===== src/rtl/uks_channel_switch.sv =====
`default_nettype none
// ============================================================================
// Module   : uks_channel_switch
// Brief    : Address-selected 1-of-NUM_CH serial channel switch with stability
//            filter and guard gap. Optional macro UKS_ACTIVITY_EN adds
//            per-channel return-line activity flags.
// Revision : 1.0 - initial release
// ============================================================================
module uks_channel_switch #(
    parameter int   NUM_CH     = 16,
    parameter int   STABLE_CYC = 16,
    parameter int   GUARD_CYC  = 64,
    parameter logic IDLE_LVL   = 1'b1,
    parameter int   WIN_CYC    = 50000
) (
    input  logic              clk_50_MHz,
    input  logic              NRESET,
    input  logic [7:0]        addr_in,
    input  logic              din_osn,
    input  logic              din_rez,
    output logic [NUM_CH-1:0] dout_osn,
    output logic [NUM_CH-1:0] dout_rez,
    input  logic [NUM_CH-1:0] mod_din_osn,
    input  logic [NUM_CH-1:0] mod_din_rez,
    output logic              dataout_osn,
    output logic              dataout_rez,
    output logic [3:0]        sel_ch,
    output logic              sel_valid,
    output logic              switching,
    output logic              addr_err,
    output logic [NUM_CH-1:0] activity
);

    localparam int SW = $clog2(STABLE_CYC + 1);
    localparam int GW = (GUARD_CYC > 1) ? $clog2(GUARD_CYC) : 1;
    localparam logic [SW-1:0] STAB_DONE  = SW'(STABLE_CYC);
    localparam logic [SW-1:0] STAB_LAST  = SW'(STABLE_CYC - 1);
    localparam logic [GW-1:0] GUARD_LOAD = GW'(GUARD_CYC - 1);

    typedef enum logic [1:0] {
        S_IDLE   = 2'd0,
        S_GUARD  = 2'd1,
        S_ACTIVE = 2'd2
    } state_t;

    logic [7:0]        r_addr_m, r_addr_s;
    logic              r_dino_m, r_dino_s, r_dinr_m, r_dinr_s;
    logic [NUM_CH-1:0] r_modo_m, r_modo_s, r_modr_m, r_modr_s;

    always_ff @(posedge clk_50_MHz or negedge NRESET) begin
        if (!NRESET) begin
            r_addr_m <= '0;
            r_addr_s <= '0;
            r_dino_m <= 1'b0;
            r_dino_s <= 1'b0;
            r_dinr_m <= 1'b0;
            r_dinr_s <= 1'b0;
            r_modo_m <= '0;
            r_modo_s <= '0;
            r_modr_m <= '0;
            r_modr_s <= '0;
        end else begin
            r_addr_m <= addr_in;
            r_addr_s <= r_addr_m;
            r_dino_m <= din_osn;
            r_dino_s <= r_dino_m;
            r_dinr_m <= din_rez;
            r_dinr_s <= r_dinr_m;
            r_modo_m <= mod_din_osn;
            r_modo_s <= r_modo_m;
            r_modr_m <= mod_din_rez;
            r_modr_s <= r_modr_m;
        end
    end

    // Change seen one stage early so the count restarts on the same edge the
    // new value lands; saturation at STAB_DONE gives one evaluation per change.
    logic [SW-1:0] r_stab;
    logic          w_addr_chg, w_accept, w_valid;

    assign w_addr_chg = (r_addr_m != r_addr_s);
    assign w_accept   = !w_addr_chg && (r_stab == STAB_LAST);
    assign w_valid    = (r_addr_s[7:4] == ~r_addr_s[3:0]);

    always_ff @(posedge clk_50_MHz or negedge NRESET) begin
        if (!NRESET)
            r_stab <= '0;
        else if (w_addr_chg)
            r_stab <= '0;
        else if (r_stab != STAB_DONE)
            r_stab <= r_stab + 1'b1;
    end

    state_t        r_state, w_state_nx;
    logic [3:0]    r_tgt, w_tgt_nx, w_sel_nx;
    logic [GW-1:0] r_gcnt, w_gcnt_nx;

    always_ff @(posedge clk_50_MHz or negedge NRESET) begin
        if (!NRESET) begin
            r_state  <= S_IDLE;
            r_tgt    <= '0;
            r_gcnt   <= '0;
            sel_ch   <= '0;
            addr_err <= 1'b0;
        end else begin
            r_state  <= w_state_nx;
            r_tgt    <= w_tgt_nx;
            r_gcnt   <= w_gcnt_nx;
            sel_ch   <= w_sel_nx;
            addr_err <= w_accept && !w_valid;
        end
    end

    always_comb begin
        w_state_nx = r_state;
        w_tgt_nx   = r_tgt;
        w_gcnt_nx  = r_gcnt;
        w_sel_nx   = sel_ch;
        case (r_state)
            S_IDLE: begin
                if (w_accept && w_valid) begin
                    w_state_nx = S_GUARD;
                    w_tgt_nx   = r_addr_s[3:0];
                    w_gcnt_nx  = GUARD_LOAD;
                end
            end
            S_GUARD: begin
                if (w_accept) begin
                    if (w_valid) begin
                        w_tgt_nx  = r_addr_s[3:0];
                        w_gcnt_nx = GUARD_LOAD;
                    end else begin
                        w_state_nx = S_IDLE;
                    end
                end else if (r_gcnt == '0) begin
                    w_state_nx = S_ACTIVE;
                    w_sel_nx   = r_tgt;
                end else begin
                    w_gcnt_nx = r_gcnt - 1'b1;
                end
            end
            S_ACTIVE: begin
                if (w_accept) begin
                    if (!w_valid) begin
                        w_state_nx = S_IDLE;
                    end else if (r_addr_s[3:0] != sel_ch) begin
                        w_state_nx = S_GUARD;
                        w_tgt_nx   = r_addr_s[3:0];
                        w_gcnt_nx  = GUARD_LOAD;
                    end
                end
            end
            default: w_state_nx = S_IDLE;
        endcase
    end

    assign sel_valid = (r_state == S_ACTIVE);
    assign switching = (r_state == S_GUARD);

    // One-hot of the live channel; all-zero outside ACTIVE keeps every line idle.
    logic [NUM_CH-1:0] w_sel_oh;
    always_comb begin
        w_sel_oh = '0;
        for (int i = 0; i < NUM_CH; i++)
            w_sel_oh[i] = (r_state == S_ACTIVE) && (sel_ch == 4'(i));
    end

    always_ff @(posedge clk_50_MHz or negedge NRESET) begin
        if (!NRESET) begin
            dout_osn    <= {NUM_CH{IDLE_LVL}};
            dout_rez    <= {NUM_CH{IDLE_LVL}};
            dataout_osn <= IDLE_LVL;
            dataout_rez <= IDLE_LVL;
        end else begin
            dout_osn    <= (w_sel_oh & {NUM_CH{r_dino_s}}) | (~w_sel_oh & {NUM_CH{IDLE_LVL}});
            dout_rez    <= (w_sel_oh & {NUM_CH{r_dinr_s}}) | (~w_sel_oh & {NUM_CH{IDLE_LVL}});
            dataout_osn <= (|w_sel_oh) ? |(w_sel_oh & r_modo_s) : IDLE_LVL;
            dataout_rez <= (|w_sel_oh) ? |(w_sel_oh & r_modr_s) : IDLE_LVL;
        end
    end

`ifdef UKS_ACTIVITY_EN
    localparam int WW = (WIN_CYC > 1) ? $clog2(WIN_CYC) : 1;
    localparam logic [WW-1:0] WIN_LAST = WW'(WIN_CYC - 1);

    logic [WW-1:0]     r_win;
    logic [NUM_CH-1:0] r_prev_osn, r_prev_rez, r_seen, w_edge;

    assign w_edge = (r_modo_s ^ r_prev_osn) | (r_modr_s ^ r_prev_rez);

    always_ff @(posedge clk_50_MHz or negedge NRESET) begin
        if (!NRESET) begin
            r_win      <= '0;
            r_prev_osn <= '0;
            r_prev_rez <= '0;
            r_seen     <= '0;
            activity   <= '0;
        end else begin
            r_prev_osn <= r_modo_s;
            r_prev_rez <= r_modr_s;
            if (r_win == WIN_LAST) begin
                r_win    <= '0;
                activity <= r_seen | w_edge;
                r_seen   <= '0;
            end else begin
                r_win  <= r_win + 1'b1;
                r_seen <= r_seen | w_edge;
            end
        end
    end
`else
    assign activity = '0;
`endif

endmodule
`default_nettype wire

===== config.mk =====
export PLATFORM = sky130hd
export DESIGN_NAME = uks_channel_switch
export DESIGN_NICKNAME = d
export VERILOG_FILES = /design/src/rtl/uks_channel_switch.sv
export SDC_FILE = /design/constraint.sdc
export NUM_CORES = 1
export LEC_CHECK = 0
export CORE_MARGIN = 3
export CORE_UTILIZATION = 45
export CTS_BUF_LIST = sky130_fd_sc_hd__clkbuf_8 sky130_fd_sc_hd__clkbuf_16
export DETAILED_ROUTE_END_ITERATION = 8
export GPL_ROUTABILITY_DRIVEN = 0
export PLACE_DENSITY = 0.77
export RECOVER_POWER = 25
export SETUP_SLACK_MARGIN = 0.3
export SYNTH_ARGS = -nofsm -noshare
export SYNTH_HDL_FRONTEND = slang
export SYNTH_SLANG_ARGS = --single-unit

===== constraint.sdc =====
create_clock -name clk_50_MHz -period 2.3 [get_ports clk_50_MHz]
set_clock_uncertainty 0.1 [all_clocks]
set_input_delay 0.46 -clock clk_50_MHz [delete_from_list [all_inputs] [get_ports clk_50_MHz]]
set_output_delay 0.46 -clock clk_50_MHz [all_outputs]
set_load 0.02 [all_outputs]

* After elaboration in Yosys (flattened, before gate mapping)
Index checks and enable logic that the tools add are counted.
Word-level totals: bits in registers 140, logic and storage cells 124
Operators by class: bitwise logic cells 9, equality and inequality tests 33, multiplexer cells 27, add/sub/neg operators 2, reduce and logical (&&, ||, !) cells 33
Operators with widths (count):
- $and 16x16->16 | 4
- $reduce_or 16->1 | 3
- $mux 6 | 7
- $eq 4x4->1 const B | 8
- $or 16x16->16 | 2
- $mux 4 | 6
- $logic_and 1x1->1 | 19
- $pmux 6 s3 | 1
- $eq 4x3->1 const B | 4
- $not 16->16 | 1
- $mux 2 | 7
- $reduce_and 7->1 | 2
- $pmux 4 s3 | 1
- $mux 5 | 2
- $ne 2x1->1 const B | 5
- $eq 4x2->1 const B | 2
- $ne 8x8->1 | 1
- $logic_not 6->1 | 1
- $ne 3x2->1 const B | 2
- $ne 3x3->1 const B | 2
- $pmux 2 s3 | 1
- $sub 6x1->6 const B | 1
- $add 5x1->5 const B | 1
- $eq 5x4->1 const B | 1
- other kinds (18) | 20

* Logic depth before layout (Yosys ltp)
depth after elaboration 6, gate-level depth with buffers 7, depth with buffers taken out 7

* Least setup slack after synthesis
Ideal clock, no wire load.
path kind reg2reg, from reg r_stab[1], to reg sel_ch[0], required time 2075 ps, slack 302 ps, setup time 125 ps, buffers on the path 0, arrival 1773 ps, stages on the path, launching flop included 8, cells stage by stage dfrtp_1 -> ha_1 -> and3_1 -> ha_1 -> inv_1 -> o31a_1 -> nand2b_1 -> mux2_2
Between the ends: cells in the longest elaborated chain, start to end 4
RTL lines:
- from (decl) | RTL line 78 | logic [SW-1:0] r_stab;
- from (signal assigned) | RTL line 91 | r_stab <= r_stab + 1'b1;
- $eq 5x4->1 | RTL line 82 | assign w_accept = !w_addr_chg && (r_stab == STAB_LAST);
- $logic_and 1x1->1 | RTL line 82
- $not 1->1 (no line)
- $reduce_and 3->1 (no line)
- to (signal assigned) | RTL line 109 | sel_ch <= w_sel_nx;
- to (decl) | RTL line 27 | output logic [3:0] sel_ch,
Every way passes these cells. A chain may end at the register's enable or synchronous reset.

* Final worst setup path
from reg r_addr_s[5], to reg r_tgt[1]
Between the ends: cells in the longest elaborated chain, start to end 6, elaborated cells on any way between the ends 11, classes of those cells 7 x eq/ne; 4 x reduce/logical
RTL lines:
- from (decl) | RTL line 46 | logic [7:0] r_addr_m, r_addr_s;
- from (signal assigned) | RTL line 64 | r_addr_s <= r_addr_m;
- $ne 8x8->1 | RTL line 81 | assign w_addr_chg = (r_addr_m != r_addr_s);
- $logic_not 1->1 | RTL line 82
- $logic_and 1x1->1 | RTL line 82
- $logic_and 1x1->1 | RTL line 121 | if (w_accept && w_valid) begin
- $ne 2x2->1 (no line)
- $reduce_and 7->1 (no line) *
- to (signal assigned) | RTL line 107 | r_tgt <= w_tgt_nx;
- to (decl) | RTL line 95 | logic [3:0] r_tgt, w_tgt_nx, w_sel_nx;
Every way passes the cells marked *; elsewhere a longest branch is shown, timed or not.

==> flow_summary.toml <==
[worst_setup_path]
reg2reg_from = "r_addr_s[5]"
crit_arrival_ns = 2.38
r2r_slack_ns = 0.22
path_max_fanout = 5
ff2ff_path_depth = 6
r2r-end = "r_tgt[1]"
crit_slowest_cell = "dfrtp_1"
criticalPathCategory = "flop to flop"
crit_chain = "xnor2_1 -> nand4_1 -> buf_4 -> nor4_4 -> nand2_4 -> mux2_4"
required_ns = 2.59
setup.worst_path.start = "r_addr_s[5]"
crit_path_end_kind = "flop"
cp_slowest_stage_delay_ns = 0.41
critPathLaunchType = "flop"
crit_path_end = "r_tgt[1]"

[sta]
setup_tns_ns = 0
setup_viol = 0
fin_crit_sh_pct = 90.53
max_slew_margin_pct = 60.36
worst_pin_slew_ns = 0.5925
rsz0062_at_grt = "true"
fin_crit_ns = 2.082
fmax_mhz = 480.3
hold_viol = 0
timing.final.ws_setup_ns = 0.2179
slew_viol_final = 0

[cts]
cts_made_buffers = 17
cts.clk_slew.worst_paths_ns = 0.06
cts.htree.levels = 4
cts_tree = "done"
insertion_delay_ns = 0.51
clock_path_buffers = 2
cts-root-buf = "clkbuf_8"
cts.sinks = 140

[die]
start_util_pct = 47.03
rows = 37
die-area_um2 = 12230
ios = 101
die_x_um = 110.6
core_um2 = 10460
die_y_um = 110.6

[run]
max-cap-violations = 0

[detailed_routing]
vias = 2943
wl_per_cell_um = 15.16
first_pass_iters = 4
ant_nets = 0
drc = 0
drtIter0Drc = 110
vias_per_cell = 4.793
wl_mm = 9.311

[finish]
post-route-util_pct = 64.02
num-fill-cells = 810
fin_cells = 614
drive_above_1_share_pct = 29.29
antenna_cells = 0
nNetsFinal = 514
syn_to_final_growth_pct = 36.10

[placement]
dp.cells = 564
dp_slack_ns = 0.06504
dp_hpwl_mm = 6.242
io_buffers = 84

[logic_synthesis]
syn-cell-area_um2 = 4921
ys_warn_count = 0
synth_ff_type = "dfrtp_1"
synth-async-reset-ratio_pct = 100.0
ys_types = 48
synth_seq_cells = 140
synth_most_common_cell = "dfrtp_1"
synth-seq-area-share_pct = 72.06
synth_area_per_cell_um2 = 14.31
synth.top_cell.area_share_pct = 53.90
synthTopCellsByCount = "dfrtp_1, nand2_1, dfstp_2"
synth.area.top_cells = "dfrtp_1, dfstp_2, nand2_1, buf_4, mux2_2"
synthCells = 344
synth-edff-count = 0
synth_largest_area_cell = "dfrtp_1"

[power_and_ir_drop]
power.total_uw = 5299
ir_worst_vdd_mv = 0.4413
power_density_nw_per_um2 = 791.1
power.leakage_uw = 0.002885

[grt]
grt_pass1_wl_mm = 15.30
grt_pass1_vias = 3052
track_usage_pct = 15.86
antenna_found_initial = 0
overflow = 0
grt_max_degree = 55

[min_path]
hold_path_class = "flop to flop"

[outcome]
status = "finished clean"
==> layout by cell type (no fill, tap or decap), drive strengths merged, types with 3 or more instances in the layout <==
cell,count
conb,16
inv,14
nor3,4
nor2,17
o211ai,3
dlygate4sd3,43
dfrtp,106
clkbuf,19
nor2b,3
o21ai,7
clkinv,6
a22oi,5
a21oi,3
or3,3
nor4,3
nand2,36
xnor2,11
nand2b,4
nand4,3
buf,31
dfstp,34
nand3,9
ha,5
mux2,13
xor2,9
mux2i,3
dlygate4sd2,37
==> registers in the layout, indices dropped and copies added (netlist names), 4 cells and up <==
signal    flops
r_addr_s      8
dout_rez     16
r_modr_m     16
r_modr_s     16
sel_ch        4
r_modo_m     16
r_modo_s     16
r_addr_m      8
dout_osn     16
r_gcnt        6
r_stab        5
r_tgt         4
==> power by group <==
| group | switching (uW) | internal, uW | total (uW) |
|---|---|---|---|
| combinational | 105 | 90.3 | 196 |
| sequential | 35.1 | 2540 | 2580 |
| clock | 1040 | 1480 | 2530 |
| total | 1180 | 4110 | 5300 |
==> area by class of cell <==
| cell class | instances | area (um2) | area share (%) |
|---|---|---|---|
| well taps | 136 | 170.2 | 2.541 |
| clock inverters | 14 | 136.4 | 2.036 |
| clock buffers | 18 | 427.9 | 6.389 |
| flip-flops and latches | 140 | 3551 | 53.02 |
| multi-input cells | 183 | 1338 | 19.97 |
| inverters | 9 | 38.79 | 0.5791 |
| repair buffers | 114 | 1036 | 15.47 |
==> how the worst min path moves through the flow <==
| stage | startpoint | to | cells after the start |
|---|---|---|---|
| floorplan | NRESET | addr_err | 0 |
| global placement | r_modr_m[0] | r_modr_s[0] | 0 |
| detailed placement | r_modo_m[5] | r_modo_s[5] | 0 |
| CTS | r_modo_m[5] | r_modo_s[5] | 0 |
| global route | r_modo_m[14] | r_modo_s[14] | 0 |
| finish | r_modo_m[5] | r_modo_s[5] | 0 |
==> per-stage QoR <==
stage | area, um2 | hold WS [ns]
floorplan | 4977 | 0.06441
global placement | 5939 | 0.2338
detailed placement | 5939 | 0.2347
CTS | 6578 | 0.2473
global route | 6698 | 0.2534
finish | 6698 | 0.2466
==> cell families after synthesis <==
group | count (synthesis) | share of synthesized area, %
flops | 140 | 72.06
other cells | 1 | 0.07620
fa+ha+maj | 5 | 1.271
compound gates | 28 | 3.865
simple gates | 96 | 10.32
buf+inv | 36 | 4.043
mux | 18 | 4.806
xor+xnor | 20 | 3.560
==> worst max-delay path: cells and delay by family, from the launching register on <==
kind | cells | cell delay, ns
mux | 1 | 0.33
xor+xnor | 1 | 0.21
simple gates | 3 | 0.72
flops | 1 | 0.41
buf+inv | 1 | 0.20
==> repair_timing <==
action	4_1_cts	5_1_grt
setup endpoints to repair	52	17
buffers inserted	8	9
hold buffers	1	0
pin swaps	4	4
gates resized for setup	62	14
endpoints found under the hold margin	39	0
==> per-layer routing <==
metal | vias to the layer above | part of all wire (%) | global-route usage [%] | routed length, um
met4 | 0 | 1.5 | 6.240 | 144
li1 | 1365 | - | - | -
met1 | 1467 | 42 | 19.70 | 3886
met3 | 15 | 4.7 | 5.096 | 437
met2 | 96 | 52 | 25.89 | 4842
met5 | - | 0 | 0 | 0
No activity file was read; power rests on OpenSTA's default activity.
